`src/rtl/charger_reg_file_pkg.sv`:
```
// Shared register-map definitions for the charger control/status register bank.
package charger_reg_file_pkg;

  // Word index within the 64-byte window (byte offset = index * 4).
  typedef enum logic [3:0] {
    IDX_CTRL     = 4'h0,
    IDX_ISET     = 4'h1,
    IDX_VSET     = 4'h2,
    IDX_STATUS   = 4'h3,
    IDX_IRQ_STAT = 4'h4,
    IDX_IRQ_EN   = 4'h5,
    IDX_ADC_V    = 4'h6,
    IDX_ADC_I    = 4'h7,
    IDX_SESSIONS = 4'h8,
    IDX_SCRATCH  = 4'h9
  } reg_idx_e;

  localparam int unsigned IRQ_FAULT = 0;
  localparam int unsigned IRQ_FULL  = 1;
  localparam int unsigned IRQ_OVP   = 2;
  localparam int unsigned IRQ_W     = 3;

  localparam int unsigned CTRL_EN       = 0;
  localparam int unsigned CTRL_STAT_CLR = 1;
  localparam int unsigned CTRL_MODE_LSB = 2;

  function automatic logic [7:0] reg_offset(reg_idx_e idx);
    return {2'b00, idx, 2'b00};
  endfunction

endpackage

```
`src/rtl/charger_reg_file_if.sv`:
```
// Simple register-bus interface between the AXI-Lite bridge and register banks.
interface charger_reg_file_if #(
  parameter int unsigned ADDR_W = 32,
  parameter int unsigned DATA_W = 32
);
  logic              reg_en;
  logic              reg_we;
  logic [ADDR_W-1:0] reg_addr;
  logic [DATA_W-1:0] reg_din;
  logic [DATA_W-1:0] reg_dout;

  modport master (output reg_en, reg_we, reg_addr, reg_din, input reg_dout);
  modport slave  (input reg_en, reg_we, reg_addr, reg_din, output reg_dout);
endinterface

```
`src/rtl/charger_event_det.sv`:
```
// Rising-edge detection of charger status levels plus over-voltage compare.
module charger_event_det #(
  parameter int unsigned ADC_W = 12
) (
  input  logic             clk,
  input  logic             rst,
  input  logic             chg_active,
  input  logic             chg_fault,
  input  logic             chg_full,
  input  logic             adc_valid,
  input  logic [ADC_W-1:0] adc_v,
  input  logic [ADC_W-1:0] vset_lo,
  output logic             active_rise,
  output logic             fault_rise,
  output logic             full_rise,
  output logic             ovp
);

  logic active_prev;
  logic fault_prev;
  logic full_prev;

  always_ff @(posedge clk or posedge rst) begin
    if (rst) begin
      active_prev <= 1'b0;
      fault_prev  <= 1'b0;
      full_prev   <= 1'b0;
    end else begin
      active_prev <= chg_active;
      fault_prev  <= chg_fault;
      full_prev   <= chg_full;
    end
  end

  // Pulses are combinational so events land in the register bank at the first sampling edge.
  always_comb begin
    active_rise = chg_active & ~active_prev;
    fault_rise  = chg_fault & ~fault_prev;
    full_rise   = chg_full & ~full_prev;
    ovp         = adc_valid && (adc_v > vset_lo);
  end

endmodule

```
`src/rtl/charger_reg_file.sv`:
```
// Charger control/status register bank: decode, storage, read mux and level IRQ.
module charger_reg_file
  import charger_reg_file_pkg::*;
#(
  parameter int unsigned ADDR_W = 32,
  parameter int unsigned DATA_W = 32,
  parameter int unsigned ADC_W  = 12
) (
  input  logic               reg_clk,
  input  logic               reg_rst,
  charger_reg_file_if.slave  bus,
  input  logic               chg_active,
  input  logic               chg_fault,
  input  logic               chg_full,
  input  logic               adc_valid,
  input  logic [ADC_W-1:0]   adc_v,
  input  logic [ADC_W-1:0]   adc_i,
  output logic               charge_en,
  output logic [1:0]         chg_mode,
  output logic [15:0]        iset,
  output logic [15:0]        vset,
  output logic               irq
);

  logic              mapped;
  logic [3:0]        off;
  logic              wr;
  logic              rd;
  logic              wr_ctrl;
  logic              wr_iset;
  logic              wr_vset;
  logic              wr_irq_stat;
  logic              wr_irq_en;
  logic              wr_scratch;
  logic              stat_clr;
  logic [IRQ_W-1:0]  irq_stat;
  logic [IRQ_W-1:0]  irq_en;
  logic [IRQ_W-1:0]  irq_set;
  logic [IRQ_W-1:0]  irq_w1c;
  logic [ADC_W-1:0]  adc_v_q;
  logic [ADC_W-1:0]  adc_i_q;
  logic [31:0]       sessions;
  logic [DATA_W-1:0] scratch;
  logic [DATA_W-1:0] rdata;
  logic              active_rise;
  logic              fault_rise;
  logic              full_rise;
  logic              ovp;
  logic              unused_addr_lsb;

  assign unused_addr_lsb = ^bus.reg_addr[1:0];

  assign mapped = (bus.reg_addr[ADDR_W-1:6] == '0);
  assign off    = bus.reg_addr[5:2];
  assign wr     = bus.reg_en & bus.reg_we & mapped;
  assign rd     = bus.reg_en & ~bus.reg_we;

  charger_event_det #(
    .ADC_W (ADC_W)
  ) u_event_det (
    .clk         (reg_clk),
    .rst         (reg_rst),
    .chg_active  (chg_active),
    .chg_fault   (chg_fault),
    .chg_full    (chg_full),
    .adc_valid   (adc_valid),
    .adc_v       (adc_v),
    .vset_lo     (vset[ADC_W-1:0]),
    .active_rise (active_rise),
    .fault_rise  (fault_rise),
    .full_rise   (full_rise),
    .ovp         (ovp)
  );

  always_comb begin
    wr_ctrl     = wr && (off == IDX_CTRL);
    wr_iset     = wr && (off == IDX_ISET);
    wr_vset     = wr && (off == IDX_VSET);
    wr_irq_stat = wr && (off == IDX_IRQ_STAT);
    wr_irq_en   = wr && (off == IDX_IRQ_EN);
    wr_scratch  = wr && (off == IDX_SCRATCH);
    stat_clr    = wr_ctrl && bus.reg_din[CTRL_STAT_CLR];
    irq_set            = '0;
    irq_set[IRQ_FAULT] = fault_rise;
    irq_set[IRQ_FULL]  = full_rise;
    irq_set[IRQ_OVP]   = ovp;
    irq_w1c = wr_irq_stat ? bus.reg_din[IRQ_W-1:0] : '0;
  end

  always_comb begin
    rdata = '0;
    if (mapped) begin
      case (off)
        IDX_CTRL: begin
          rdata[CTRL_EN]             = charge_en;
          rdata[CTRL_MODE_LSB +: 2]  = chg_mode;
        end
        IDX_ISET:     rdata[15:0]        = iset;
        IDX_VSET:     rdata[15:0]        = vset;
        IDX_STATUS:   rdata[2:0]         = {chg_full, chg_fault, chg_active};
        IDX_IRQ_STAT: rdata[IRQ_W-1:0]   = irq_stat;
        IDX_IRQ_EN:   rdata[IRQ_W-1:0]   = irq_en;
        IDX_ADC_V:    rdata[ADC_W-1:0]   = adc_v_q;
        IDX_ADC_I:    rdata[ADC_W-1:0]   = adc_i_q;
        IDX_SESSIONS: rdata[31:0]        = sessions;
        IDX_SCRATCH:  rdata              = scratch;
        default:      rdata              = '0;
      endcase
    end
  end

  always_ff @(posedge reg_clk or posedge reg_rst) begin
    if (reg_rst) begin
      charge_en    <= 1'b0;
      chg_mode     <= '0;
      iset         <= '0;
      vset         <= '0;
      irq_stat     <= '0;
      irq_en       <= '0;
      adc_v_q      <= '0;
      adc_i_q      <= '0;
      sessions     <= '0;
      scratch      <= '0;
      irq          <= 1'b0;
      bus.reg_dout <= '0;
    end else begin
      if (wr_ctrl) begin
        charge_en <= bus.reg_din[CTRL_EN];
        chg_mode  <= bus.reg_din[CTRL_MODE_LSB +: 2];
      end
      if (wr_iset)    iset    <= bus.reg_din[15:0];
      if (wr_vset)    vset    <= bus.reg_din[15:0];
      if (wr_irq_en)  irq_en  <= bus.reg_din[IRQ_W-1:0];
      if (wr_scratch) scratch <= bus.reg_din;
      if (adc_valid) begin
        adc_v_q <= adc_v;
        adc_i_q <= adc_i;
      end
      // Set is OR-ed after the clear so a coincident event keeps its bit.
      irq_stat <= (irq_stat & ~irq_w1c) | irq_set;
      if (stat_clr)
        sessions <= '0;
      else if (active_rise && (sessions != '1))
        sessions <= sessions + 32'd1;
      irq <= |(irq_stat & irq_en);
      if (rd) bus.reg_dout <= rdata;
    end
  end

endmodule

```
`src/flat_wrapper.sv`:
```
// flat-port wrapper written by rule: the top's interface ports become plain ports
module charger_reg_file_flat import charger_reg_file_pkg::*;
#(
  parameter int unsigned ADDR_W = 32,
  parameter int unsigned DATA_W = 32,
  parameter int unsigned ADC_W  = 12
)
  (reg_clk, reg_rst, chg_active, chg_fault, chg_full, adc_valid, adc_v, adc_i, charge_en, chg_mode, iset, vset, irq, bus_reg_en, bus_reg_we, bus_reg_addr, bus_reg_din, bus_reg_dout);
  charger_reg_file_if #(.ADDR_W(ADDR_W), .DATA_W(DATA_W)) bus_i ();
  input  logic reg_clk;
  input  logic reg_rst;
  input  logic chg_active;
  input  logic chg_fault;
  input  logic chg_full;
  input  logic adc_valid;
  input  logic [ADC_W-1:0] adc_v;
  input  logic [ADC_W-1:0] adc_i;
  output logic charge_en;
  output logic [1:0] chg_mode;
  output logic [15:0] iset;
  output logic [15:0] vset;
  output logic irq;
  input wire logic [$bits(bus_i.reg_en)-1:0] bus_reg_en;
  input wire logic [$bits(bus_i.reg_we)-1:0] bus_reg_we;
  input wire logic [$bits(bus_i.reg_addr)-1:0] bus_reg_addr;
  input wire logic [$bits(bus_i.reg_din)-1:0] bus_reg_din;
  output wire logic [$bits(bus_i.reg_dout)-1:0] bus_reg_dout;
  assign bus_i.reg_en = bus_reg_en;
  assign bus_i.reg_we = bus_reg_we;
  assign bus_i.reg_addr = bus_reg_addr;
  assign bus_i.reg_din = bus_reg_din;
  assign bus_reg_dout = bus_i.reg_dout;
  charger_reg_file #(.ADDR_W(ADDR_W), .DATA_W(DATA_W), .ADC_W(ADC_W)) u_core (.reg_clk(reg_clk), .reg_rst(reg_rst), .bus(bus_i), .chg_active(chg_active), .chg_fault(chg_fault), .chg_full(chg_full), .adc_valid(adc_valid), .adc_v(adc_v), .adc_i(adc_i), .charge_en(charge_en), .chg_mode(chg_mode), .iset(iset), .vset(vset), .irq(irq));
endmodule
```
`config.mk`:
```
export PLATFORM = sky130hd
export DESIGN_NAME = charger_reg_file_flat
export DESIGN_NICKNAME = d
export VERILOG_FILES = /design/src/rtl/charger_reg_file_pkg.sv /design/src/rtl/charger_reg_file_if.sv /design/src/rtl/charger_event_det.sv /design/src/rtl/charger_reg_file.sv /design/src/flat_wrapper.sv
export SDC_FILE = /design/constraint.sdc
export NUM_CORES = 1
export LEC_CHECK = 0
export ABC_AREA = 1
export BUFFER_PORTS_ARGS = -buffer_cell sky130_fd_sc_hd__clkbuf_2
export CAP_MARGIN = 25
export CELL_PAD_IN_SITES_DETAIL_PLACEMENT = 0
export CELL_PAD_IN_SITES_GLOBAL_PLACEMENT = 1
export CORE_MARGIN = 2
export CORE_UTILIZATION = 40
export CTS_BUF_LIST = sky130_fd_sc_hd__clkbuf_16
export DETAILED_ROUTE_END_ITERATION = 6
export PLACE_DENSITY_LB_ADDON = 0.08
export SKIP_CTS_REPAIR_TIMING = 1
export SLEW_MARGIN = 20
export SYNTH_ARGS = -nofsm -noshare
export SYNTH_HDL_FRONTEND = slang
export SYNTH_SLANG_ARGS = --single-unit
```
`constraint.sdc`:
```
create_clock -name reg_clk -period 6.7 [get_ports reg_clk]
set_clock_uncertainty 0.1 [all_clocks]
set_input_delay 0.335 -clock reg_clk [delete_from_list [all_inputs] [get_ports reg_clk]]
set_output_delay 0.335 -clock reg_clk [all_outputs]
set_load 0.05 [all_outputs]
```
### After elaboration in Yosys (flattened, before gate mapping)

Index checks and enable logic that the tools add are counted.

* register bits: 165
* output and inout port bits: 68
* logic and storage cells: 65

* magnitude comparators: 1
* $add $sub $neg: 1
* bitwise logic cells: 14
* reduce and logical (&&, ||, !) cells: 13
* equal/unequal tests: 10
* mux-type cells: 11

Operators by type and width (count)
* $mux W32: 3
* $pmux W8 S6: 1
* $add A32 B1 Y32 const B: 1
* $ne A32 B32 Y1 const B: 1
* $pmux W16 S2: 1
* $logic_not A26 Y1: 1
* $pmux W1 S10: 2
* $eq A4 B3 Y1 const B: 4
* $pmux W4 S4: 1
* $gt A12 B12 Y1: 1
* $logic_and A1 B1 Y1: 9
* $pmux W1 S9: 1
* $eq A4 B2 Y1 const B: 2
* $eq A4 B4 Y1 const B: 2
* $pmux W1 S7: 1
* $and A1 B1 Y1: 6
* $and A3 B3 Y3: 2
* $eq A4 B1 Y1 const B: 1
* $logic_not A4 Y1: 1
* $not A1 Y1: 4
* $mux W3: 1
* $not A3 Y3: 1
* $or A3 B3 Y3: 1
* $reduce_or A3 Y1: 1
* $reduce_bool A2 Y1: 1

### Logic depth before layout (Yosys ltp)

* word-level depth: 7
* gate-level depth with buffers: 12

### By module

Synthesis repeated with hierarchy kept, for this count alone.

* cells, all modules: 1197
* area, all modules: 8789.7 µm²

Modules (own cells, without submodules)
* charger_reg_file: cells an instance 1129, area each 8333.0 µm², times used 1
* charger_event_det: cells an instance 68, area each 456.7 µm², times used 1

### Worst setup path after synthesis

No wires, ideal clock.

* kind: register to register
* from: register u_core.sessions[1]
* to: register u_core.sessions[15]
* stages on the path, launching flop included: 12
* setup slack: 4.916 ns
* buffers on the path: 1
* arrival: 1.566 ns
* period minus slack after synthesis: 1.784 ns
* data required time: 6.482 ns
* library setup time: 0.118 ns
* path through: dfrtp_1 > ha_1 > nand2_1 > nor2_2 > nand2_2 > nor2_4 > nand2_4 > nand2_4 > inv_2 > buf_6 > nand3_1 > nand2_1

* word-level cells in the longest chain between the ends: 3
* elaborated cells between the ends (all ways): 6
* those cells by class: add/sub (1); eq/ne (1); mux (2); reduce/logical (2)

Ends and longest elaborated chain
* start, declared: RTL line charger_reg_file.sv:42 `logic [31:0] sessions;`
* start signal, assigned: RTL line charger_reg_file.sv:144 `sessions <= sessions + 32'd1;`
* $add A32 B1 Y32 or $ne A32 B32 Y1 (tied branches): RTL line charger_reg_file.sv:144, charger_reg_file.sv:143
* $mux W32 or $logic_and A1 B1 Y1 (tied branches): RTL line charger_reg_file.sv:143 `else if (active_rise && (sessions != '1))`
* $mux W32 or $reduce_bool A2 Y1 (tied branches)

Parallel ways exist; a longest one is shown, timed or not. The select of a mux whose other input is x is not followed.
A chain may end at the register's enable or synchronous reset.

### Worst setup path after layout

* from: register u_core.sessions[1]
* to: register u_core.sessions[1]

The elaborated chain is that of the path after synthesis.

==> impl_metrics.tcl <==
set metrics [dict create \
    vias 8099 \
    grt_pass1_wl_um 41210 \
    antennaDiodeCount 0 \
    endpoint_kind "register" \
    clock-root-buffer "clkbuf_16" \
    synth_top_family_by_area "simple AND/OR/NAND/NOR gates" \
    yosysWarnings 0 \
    dr.first_iter.drc_count 452 \
    synth_compound_area_frac 0.08975 \
    syn_area_um2 8727 \
    tns_ns 0 \
    overflow 0 \
    grt_max_degree 93 \
    multi_input_area_um2 3882 \
    ant_nets 0 \
    clkPwrFrac 0.433 \
    cts.clk_slew.worst_paths_ns 0.07 \
    yosys.area.top_type "dfrtp_1" \
    worst-path-max-fanout 35 \
    seq_power_share 0.462 \
    rows 54 \
    fin_crit_ns 2.508 \
    switching_share 0.2868 \
    yosys-top-cells-area "dfrtp_1, nand2_1, inv_1" \
    portBuffers 161 \
    place_congestion 0.8803 \
    hpwl_um 18900 \
    cts_tree "built" \
    clock_sinks 165 \
    finalNonFillerCells 1624 \
    reg2reg_depth 12 \
    dieHeight_um 151.7 \
    required_ns 6.93 \
    synth_commonest_cells "nand2_1, dfrtp_1, inv_1" \
    slew_headroom 0.4252 \
    synthDistinctLibCells 28 \
    drive_gt1_frac 0.1749 \
    yosysMostFrequentCell "nand2_1" \
    yosysSeqAreaShare 0.4731 \
    setup_ws_ns 4.192 \
    reg2reg_slack_ns 4.19 \
    ios 164 \
    r2r_start "u_core.sessions[1]$_DFFE_PP0P_" \
    drc 0 \
    nets 1440 \
    cp_data_arrival_time_ns 2.73 \
    dieArea_um2 23020 \
    intPower_mw 1.642 \
    synth_edf_count 0 \
    p_comb_frac 0.105 \
    synth_mux_area_frac 0.01806 \
    period_share 0.3744 \
    finalHoldViolCount 25 \
    hold_ws_ns -0.01300 \
    p_total_mw 2.302 \
    cts_buffers 17 \
    dp.cells 1588 \
    synth_seq_cells 165 \
    viasPerCell 4.987 \
    synth_nets 1288 \
    ir_drop_mv 0.1515 \
    p_leak_nw 5.640 \
    core_area_um2 21620 \
    final_core_util 0.4811 \
    synth_top_area_share 0.4731 \
    area_delta_synth_final_pct 19.18 \
    dpl_cell_area_um2 9751 \
    rsz0062_at_grt "no" \
    timing.rr.end "u_core.sessions[1]$_DFFE_PP0P_" \
    synth-simple-area-share 0.3138 \
    synth_cells 1179 \
    violations "negative hold slack" \
    start_util 0.4036 \
    num-fill-cells 2276 \
    final_area_um2 10400 \
    grt_use_total 0.2330 \
    cts_buffer_depth 2 \
    wl_um 25940 \
    slew_violations 0 \
    grt_pass1_vias 7616 \
    clk_latency_ns 0.44 \
    htree_levels 4 \
    power_switching_mw 0.6604 \
    wl_per_cell_um 15.97 \
    antenna_found_initial 0 \
    max_freq_ghz 0.3986 \
    async_flop_share 1.000 \
    maxCapViolations 0 \
    syn_area_per_cell_um2 7.402 \
    place_ws_ns 3.918 \
    power_density_nw_per_um2 221.4 \
    hold_class "input pin to async pin" \
    tightestPinTransition_ns 0.8623 \
    synth_ff_type "dfrtp_1" \
    synth_fa_ha_area_frac 0.01864 \
    start_kind "register" \
    drt_first_pass_iters 6 \
    yosys.area_share.xor_xnor 0.004014 \
    status "finished, violations left" \
    regArea_um2 4129 \
    worstSetupPathType "register to register" \
    die_x_um 151.7 \
    setup_viol 0 \
]
## power by group through the flow
stage               Sequential, mW  Combinational (mW)  Clock (mW)
floorplan                     1.07               0.151           0
global placement              1.08               0.239           0
detailed placement            1.08               0.241           0
CTS                           1.06               0.242        1.01
global route                  1.07               0.277        1.06
finish                        1.06               0.243       0.997
## sequential cells by signal, summed over array words and instances, names as in the netlist
signal and cells:
u_core.iset 16, u_core.adc_v_q 12, u_core.irq_stat 3, u_core.irq 1, u_core.bus.reg_dout 32, u_core.scratch 32, u_core.charge_en 1, u_core.u_event_det.full_prev 1
u_core.irq_en 3, u_core.vset 16, u_core.u_event_det.fault_prev 1, u_core.sessions 32, u_core.u_event_det.active_prev 1, u_core.chg_mode 2, u_core.adc_i_q 12
## routing by layer
layer  GRT usage  part of all wire  vias up
met3     0.03443             0.035       18
met4     0.05278             0.011        0
met1      0.3336              0.48     3829
met2      0.3745              0.47      179
met5           0                 0        -
li1            -                 -     4073
## cell type report
class | instances | area share
Sequential cell | 165 | 0.3970
Clock buffer | 17 | 0.04090
Tap cell | 280 | 0.03368
Clock inverter | 15 | 0.01612
Multi-Input combinational cell | 837 | 0.3733
Inverter | 136 | 0.04956
Timing Repair Buffer | 174 | 0.08950
## cell families after synthesis
kind of cell,Yosys count
AOI/OAI and AO/OA,146
xor gates and xnor gates,4
adders and majority gates,13
buffers and inverters,177
DFF,165
muxes,14
and+or+nand+nor,660
## cells in the final DEF (no fill, tap or decap), types with 2 or more instances in the layout
cell type        n
nor3_1           9
o22ai_1         29
nand2_2          2
nor2_1         125
inv_8            4
clkinv_8         2
o21ai_0         96
nor2_4           5
clkbuf_2       161
inv_2            4
a21oi_1          7
nand3_1         61
ha_1            13
inv_1          131
nand3b_1         3
nand2_4          3
nand4_1         35
dfrtp_1        165
nor2_2           4
dlygate4sd3_1    3
clkbuf_16       17
xor2_1           4
o2111ai_1        3
buf_4            9
nand2_1        411
o21ai_1         10
mux2_2          14
inv_6            5
## how the worst max path moves through the flow
| stage | depth (start not counted) | startpoint | slack, ns | to |
|---|---|---|---|---|
| 2_1_floorplan | 1 | reg_rst | 1.80 | u_core.adc_i_q[0]$_DFFE_PP0P_ |
| 3_3_place_gp | 9 | bus_reg_addr[12] | 3.94 | u_core.scratch[22]$_DFFE_PP0P_ |
| 3_5_place_dp | 9 | bus_reg_addr[12] | 3.92 | u_core.scratch[18]$_DFFE_PP0P_ |
| 4_1_cts | 12 | u_core.sessions[1]$_DFFE_PP0P_ | 4.17 | u_core.sessions[1]$_DFFE_PP0P_ |
| 5_1_grt | 12 | u_core.sessions[1]$_DFFE_PP0P_ | 3.97 | u_core.sessions[1]$_DFFE_PP0P_ |
| 6_report | 12 | u_core.sessions[1]$_DFFE_PP0P_ | 4.19 | u_core.sessions[1]$_DFFE_PP0P_ |
## critical path: stages, from the launching register on
cell and delay [ns]:
dfrtp_1 0.42, ha_1 0.23, nand2_1 0.10, nor2_2 0.26, nand2_2 0.15, nor2_4 0.17, nand2_4 0.24, nand2_4 0.31
inv_2 0.19, nand2_1 0.10, nand2_1 0.05, nand2_1 0.05, inv_1 0.04
Power figures use the tool's default switching activity.
